$ cat src/rtl/dpr_load_pkg.sv
// Shared types for the command-memory load path: chunk counter, load word, core-id sizing.
// No logic here; widths cover the largest supported chunk and core-id configurations.
package dpr_load_pkg;

    localparam int CHUNK_CNT_W     = 8;
    localparam int LOAD_DATA_MAX_W = 64;
    localparam int CORE_ID_MAX_W   = 8;

    typedef logic [CHUNK_CNT_W-1:0] chunk_cnt_t;

    typedef struct packed {
        logic [LOAD_DATA_MAX_W-1:0] data;
        logic                       addr_set;
        logic [CORE_ID_MAX_W-1:0]   core;
    } load_word_t;

    function automatic int core_id_width(input int num_cores);
        return (num_cores > 1) ? $clog2(num_cores) : 1;
    endfunction

endpackage

$ cat src/rtl/cmd_ptr_bank.sv
// Per-core auto-incrementing command write pointers with a wrap pulse.
// Latency: rd_ptr is combinational from state; set/inc take effect next cycle.
// Backpressure: none; set has priority over increment for the same core.
module cmd_ptr_bank #(
    parameter int NUM_CORES     = 2,
    parameter int ADDR_W        = 16,
    parameter int CORE_ID_WIDTH = 1
) (
    input  logic                     clk,
    input  logic                     reset,
    input  logic                     set_vld,
    input  logic [CORE_ID_WIDTH-1:0] set_core,
    input  logic [ADDR_W-1:0]        set_val,
    input  logic                     inc_vld,
    input  logic [CORE_ID_WIDTH-1:0] inc_core,
    input  logic [CORE_ID_WIDTH-1:0] rd_core,
    output logic [ADDR_W-1:0]        rd_ptr,
    output logic [NUM_CORES-1:0]     wrap_pls
);

    logic [ADDR_W-1:0] ptr_q [NUM_CORES];
    logic [ADDR_W-1:0] ptr_d [NUM_CORES];

    always_comb begin
        wrap_pls = '0;
        for (int i = 0; i < NUM_CORES; i++) begin
            ptr_d[i] = ptr_q[i];
            if (set_vld && (set_core == CORE_ID_WIDTH'(i))) begin
                ptr_d[i] = set_val;
            end else if (inc_vld && (inc_core == CORE_ID_WIDTH'(i))) begin
                // Natural overflow returns the pointer to 0; the pulse flags it.
                ptr_d[i]    = ptr_q[i] + ADDR_W'(1);
                wrap_pls[i] = &ptr_q[i];
            end
        end
    end

    always_ff @(posedge clk or negedge reset) begin
        if (!reset) begin
            for (int i = 0; i < NUM_CORES; i++) begin
                ptr_q[i] <= '0;
            end
        end else begin
            for (int i = 0; i < NUM_CORES; i++) begin
                ptr_q[i] <= ptr_d[i];
            end
        end
    end

    assign rd_ptr = ptr_q[rd_core];

endmodule

$ cat src/rtl/cmd_mem_loader.sv
// Assembles MEM_TO_CMD narrow chunks into one command and writes it to the owning core's cmd_mem bank.
// Latency: write strobe/addr/data registered, one cycle after the final chunk is accepted.
// Backpressure: load_ready drops for one cycle only after a core switch discards a partial command.
module cmd_mem_loader
    import dpr_load_pkg::*;
#(
    parameter int  NUM_CORES      = 2,
    parameter int  MEM_WIDTH      = 32,
    parameter int  MEM_TO_CMD     = 4,
    parameter int  CMD_ADDR_WIDTH = 16,
    parameter int  CORE_ID_WIDTH  = core_id_width(NUM_CORES),
    localparam int CMD_WIDTH      = MEM_WIDTH * MEM_TO_CMD
) (
    input  logic                      clk,
    input  logic                      reset,
    input  logic                      load_valid,
    output logic                      load_ready,
    input  logic [MEM_WIDTH-1:0]      load_data,
    input  logic                      load_addr_set,
    input  logic [CORE_ID_WIDTH-1:0]  load_core,
    input  logic                      err_clear,
    output logic [NUM_CORES-1:0]      mem_write_enable,
    output logic [CMD_ADDR_WIDTH-1:0] mem_write_addr,
    output logic [CMD_WIDTH-1:0]      mem_write_data,
    output logic                      err_partial,
    output logic [NUM_CORES-1:0]      err_wrap
);

    localparam chunk_cnt_t LAST_CHUNK = chunk_cnt_t'(MEM_TO_CMD - 1);

    load_word_t                word;
    logic                      unused_word;
    logic [MEM_WIDTH-1:0]      word_data;
    logic [CORE_ID_WIDTH-1:0]  word_core;

    chunk_cnt_t                cnt_q, cnt_d;
    chunk_cnt_t                chunk_slot;
    logic [CORE_ID_WIDTH-1:0]  owner_q, owner_d;
    logic [CMD_WIDTH-1:0]      asm_q, asm_d;
    logic                      stall_q, stall_d;
    logic [NUM_CORES-1:0]      we_q, we_d;
    logic [CMD_ADDR_WIDTH-1:0] addr_q, addr_d;
    logic [CMD_WIDTH-1:0]      data_q, data_d;
    logic                      err_partial_q, err_partial_d;
    logic [NUM_CORES-1:0]      err_wrap_q, err_wrap_d;

    logic                      xfer;
    logic                      partial_set;
    logic                      commit;
    logic                      ptr_set_vld;
    logic [CORE_ID_WIDTH-1:0]  cmd_core;
    logic [CMD_ADDR_WIDTH-1:0] cmd_ptr;
    logic [NUM_CORES-1:0]      wrap_pls;

    assign word = '{
        data:     LOAD_DATA_MAX_W'(load_data),
        addr_set: load_addr_set,
        core:     CORE_ID_MAX_W'(load_core)
    };
    assign word_data   = word.data[MEM_WIDTH-1:0];
    assign word_core   = word.core[CORE_ID_WIDTH-1:0];
    assign unused_word = ^word;

    assign load_ready = ~stall_q;
    assign xfer       = load_valid && load_ready;

    always_comb begin
        cnt_d       = cnt_q;
        owner_d     = owner_q;
        asm_d       = asm_q;
        stall_d     = 1'b0;
        we_d        = '0;
        addr_d      = addr_q;
        data_d      = data_q;
        partial_set = 1'b0;
        commit      = 1'b0;
        ptr_set_vld = 1'b0;
        cmd_core    = owner_q;
        chunk_slot  = cnt_q;

        if (xfer && word.addr_set) begin
            ptr_set_vld = 1'b1;
            if (cnt_q != '0) begin
                partial_set = 1'b1;
                cnt_d       = '0;
            end
        end else if (xfer) begin
            // A chunk from another core abandons the current command and restarts at chunk 0.
            if ((cnt_q != '0) && (word_core != owner_q)) begin
                partial_set = 1'b1;
                stall_d     = 1'b1;
                chunk_slot  = '0;
            end
            if (chunk_slot == '0) begin
                cmd_core = word_core;
            end
            owner_d = cmd_core;

            for (int k = 0; k < MEM_TO_CMD; k++) begin
                if (chunk_slot == chunk_cnt_t'(k)) begin
                    asm_d[k*MEM_WIDTH +: MEM_WIDTH] = word_data;
                end
            end

            if (chunk_slot == LAST_CHUNK) begin
                commit = 1'b1;
                cnt_d  = '0;
                we_d   = NUM_CORES'(1) << cmd_core;
                addr_d = cmd_ptr;
                data_d = asm_d;
            end else begin
                cnt_d = chunk_slot + chunk_cnt_t'(1);
            end
        end

        // A flag raised in the same cycle as err_clear survives the clear.
        err_partial_d = (err_partial_q & ~err_clear) | partial_set;
        err_wrap_d    = (err_wrap_q & {NUM_CORES{~err_clear}}) | wrap_pls;
    end

    cmd_ptr_bank #(
        .NUM_CORES     (NUM_CORES),
        .ADDR_W        (CMD_ADDR_WIDTH),
        .CORE_ID_WIDTH (CORE_ID_WIDTH)
    ) u_ptr_bank (
        .clk      (clk),
        .reset    (reset),
        .set_vld  (ptr_set_vld),
        .set_core (word_core),
        .set_val  (word.data[CMD_ADDR_WIDTH-1:0]),
        .inc_vld  (commit),
        .inc_core (cmd_core),
        .rd_core  (cmd_core),
        .rd_ptr   (cmd_ptr),
        .wrap_pls (wrap_pls)
    );

    always_ff @(posedge clk or negedge reset) begin
        if (!reset) begin
            cnt_q         <= '0;
            owner_q       <= '0;
            asm_q         <= '0;
            stall_q       <= 1'b0;
            we_q          <= '0;
            addr_q        <= '0;
            data_q        <= '0;
            err_partial_q <= 1'b0;
            err_wrap_q    <= '0;
        end else begin
            cnt_q         <= cnt_d;
            owner_q       <= owner_d;
            asm_q         <= asm_d;
            stall_q       <= stall_d;
            we_q          <= we_d;
            addr_q        <= addr_d;
            data_q        <= data_d;
            err_partial_q <= err_partial_d;
            err_wrap_q    <= err_wrap_d;
        end
    end

    assign mem_write_enable = we_q;
    assign mem_write_addr   = addr_q;
    assign mem_write_data   = data_q;
    assign err_partial      = err_partial_q;
    assign err_wrap         = err_wrap_q;

endmodule

$ cat config.mk
export PLATFORM = sky130hd
export DESIGN_NAME = cmd_mem_loader
export DESIGN_NICKNAME = d
export VERILOG_FILES = /design/src/rtl/dpr_load_pkg.sv /design/src/rtl/cmd_ptr_bank.sv /design/src/rtl/cmd_mem_loader.sv
export SDC_FILE = /design/constraint.sdc
export NUM_CORES = 1
export LEC_CHECK = 0
export ABC_CLOCK_PERIOD_IN_PS = 3300
export CAP_MARGIN = 20
export CORE_MARGIN = 5
export CORE_UTILIZATION = 40
export DETAILED_ROUTE_END_ITERATION = 8
export PLACE_DENSITY_LB_ADDON = 0.25
export REMOVE_ABC_BUFFERS = 1
export SYNTH_ARGS = -nofsm -noshare
export SYNTH_HDL_FRONTEND = slang
export SYNTH_SLANG_ARGS = --single-unit
$ cat constraint.sdc
create_clock -name clk -period 3.3 [get_ports clk]
set_clock_uncertainty 0.2 [all_clocks]
set_input_delay 0.66 -clock clk [delete_from_list [all_inputs] [get_ports clk]]
set_output_delay 0.66 -clock clk [all_outputs]
set_load 0.02 [all_outputs]
==> results by group <==
Clocking
  • Clock transition at path regs: about 0.060 ns
  • Clk Latency, worst-skew pair: 0.50 ns
  • CTS tree: built
  • CTS root buffer: clkbuf_16
  • H-tree levels: 2
  • CTS Buffer Depth: 3
  • Post-CTS sizing: 0
  • CTS Sinks: around 290
  • CTS Buf Count: 34

Placement
  • Placed cells: 1728
  • DPL Wire Length: between 20000 and 25000 µm
  • Placed Area: about 15000 µm²
  • RD Place Congestion: approximately 0.8
  • Port Buf Inserts: approximately 190

Flow run
  • Max-cap violation count: 0

Global routing
  • Met3 usage: ~4.5%
  • Vias in the first global route: around 9.4k
  • Antenna violations before repair: 0
  • Total grt overflow: 0
  • Met2 usage: 30.31%
  • Largest net degree at the start of global routing: 79
  • M1 GR Usage: about a quarter
  • Busiest grt layer: met2
  • First-pass GRT wire length: ~54000 µm
  • GRT Overall Usage: 18.82%

Synth
  • Prevailing post-synth register cell: dfrtp_1
  • Warnings, synthesis: 0
  • Synth top area share: between 50 and 60%
  • Most frequent cells after synthesis: dfrtp_1, nand2_1, o21ai_1
  • Mapped Cells: about 1.2k
  • Post-synth EDFFs: 0
  • Seq/Total Area, Yosys: a little under three fifths
  • Mapped Avg Cell Area: ~11 µm²
  • Top cells by area, synth: dfrtp_1, mux2i_1, mux2_1, nand2_1, o21ai_1
  • Ys async rst share: 100.0%
  • Leading area contributor after synthesis: dfrtp_1
  • Syn Std Cell Area: ~13000 µm²
  • Yosys reg bits: 287
  • Cell variety after synth: 62
  • Count leader, synth: dfrtp_1

Drt
  • Vias per cell: 5.219
  • Vias: just over 9k
  • First-pass detailed-route iteration total: 5
  • Drt initial violations: between 600 and 700
  • Final WL: 33270 µm
  • Routed Antenna Nets: 0
  • Routed WL per cell: between 15 and 20 µm
  • # DRC: 0

Finish
  • Nets@finish: between 1k and 1.5k
  • Ant diodes: 0
  • Fill count: between 2k and 3k
  • Register area: 7182 µm²
  • Final instance area: roughly 17000 µm²
  • Post-Layout Cell Count: approximately 1.8k
  • Area occupied by multi-input gates: slightly above 5000 µm²
  • Area Overhead vs Synth: 30.62%
  • Share of layout cells above drive strength 1: between 10% and 20%

Worst setup path
  • Critical path fanouts, max: 9
  • CP Capture Type: register
  • Worst reg2reg path depth: 8
  • CP arrival: 3.05 ns
  • R2R Setup Slk: 0.64 ns
  • Worst r2r dst: u_ptr_bank.ptr_q[24]
  • Critical path class: in2reg
  • Crit path launch type: input port
  • Reg2reg start: owner_q
  • Worst Path Required: approximately 3.5 ns

Power
  • Pleak: ~7.4 nW
  • Maximum vdd drop: roughly 0.44 mV
  • PD cells: roughly 730 nW/µm²

Timing
  • Setup-failing EPs final: 0
  • Fin. max-slew vios: 0
  • Worst Tran Pin Value: around 0.76 ns
  • Final Hold Viols: 0
  • Period utilisation layout: between 80% and 90%
  • FMAX: roughly 350 MHz
  • Slew margin rel.: 49.59%
  • Unrepaired setup endpoints after global routing: false
  • Min Tclk post-route: a little under 3 ns
  • Setup TNS: 0 ns
  • Hold_ws: about 0.27 ns

Die
  • Ports: 188
  • Die area: 35340 µm²
  • Initial Util: approximately two fifths
  • Std cell rows: 65
  • Die W: roughly 190 µm
  • Core ar.: 31390 µm²
  • Die height: 188.0 µm

Worst hold path
  • Worst hold endpoint: mem_write_data[103]
  • Min-delay src: mem_write_data[103]
  • Hold crit path type: reg2reg
  • Hold depth: 2

Status
  • Run status: finished clean
[cells in the final DEF (no fill, tap or decap), drive strengths merged, types with 9 or more instances in the layout]
cell type / synthesis / routed
dfrtp: 287 / 287
mux2: 96 / 96
inv: 18 / 19
clkbuf: 43 / 50
clkdlybuf4s50: 0 / 186
a21oi: 14 / 14
and3: 9 / 9
buf: 39 / 69
nand4: 10 / 10
o21ai: 135 / 135
xor2: 11 / 11
nor3: 12 / 12
nand3: 24 / 24
mux2i: 114 / 114
a221o: 10 / 10
nand2: 248 / 248
nor2: 14 / 14
[worst max-delay path, cell delays in order]
cell and delay [ns]:
clkdlybuf4s50_1 0.43, xnor2_1 0.29, nand2_1 0.15, ha_2 0.23
mux2i_1 0.16, and2_1 0.20, a21oi_1 0.59, o21ai_0 0.19
o311ai_0 0.14
[cell families (layout without fill, tap and decap cells)]
group,after synthesis,after routing,synth area share [%]
and+or+nand+nor,341,341,11.80
muxes,210,210,17.57
xor gates and xnor gates,15,15,1.037
AOI/OAI and AO/OA,194,194,9.025
adders and majority gates,6,6,0.5924
buffers and inverters,100,330,3.308
DFF,287,287,56.67
[cell type report]
cell class | instances | share of cell area [%]
flip-flops and latches | 287 | 43.39
multi-input cells | 766 | 30.87
repair buffers | 256 | 15.92
clock buffers | 50 | 5.994
well taps | 402 | 3.039
inverters | 18 | 0.4082
clock inverters | 6 | 0.3780
[layer usage]
layer / wire length, µm / part of all wire (%) / vias to the layer above
met3: 2177 / 6.5 / 39
met2: 15600 / 47 / 245
met5: 0 / 0 / -
met1: 14980 / 45 / 4627
li1: - / - / 4405
met4: 513 / 1.5 / 0
[per-stage QoR]
| step | worst slack [ns] | utilization [%] | power [mW] |
|---|---|---|---|
| floorplan | -6.624 | - | 7.028 |
| global placement | 0.02429 | 49.33 | 8.454 |
| detailed placement | -0.04530 | 49.33 | 8.553 |
| CTS | 0.4479 | 52.73 | 12.18 |
| global route | 0.2676 | 52.73 | 12.73 |
| finish | 0.4102 | 52.73 | 12.02 |
[flip-flops by register name, indices dropped and copies added, names as in the netlist]
register / flops
u_ptr_bank.ptr_q: 32
mem_write_data: 128
owner_q: 1
asm_q: 96
stall_q: 1
mem_write_enable: 2
err_wrap: 2
cnt_q: 8
err_partial: 1
mem_write_addr: 16
[where the power goes]
part / leakage (nW) / internal (mW) / switching, mW
sequential: 3.78 / 4.49 / 0.594
clock: 0.520 / 2.15 / 1.43
combinational: 3.10 / 1.67 / 1.69
[worst max path at each step]
stage	startpoint	endpoint	slack, ns	cells past startpoint
after floorplan	load_core	mem_write_addr[0]	-6.62	3
after global placement	load_core	u_ptr_bank.ptr_q[21]	0.02	9
after detailed placement	load_core	u_ptr_bank.ptr_q[24]	-0.05	9
after CTS	load_core	u_ptr_bank.ptr_q[24]	0.45	9
after global routing	load_core	u_ptr_bank.ptr_q[24]	0.27	9
final	load_core	u_ptr_bank.ptr_q[24]	0.41	9
[timing repair]
| action | CTS | global route |
|---|---|---|
| buffers inserted | 0 | 0 |
| hold endpoints to repair | 39 | 0 |
| setup endpoints to repair | 0 | 0 |
| hold buffers | 1 | 0 |
(Power assumes the default switching activity.)
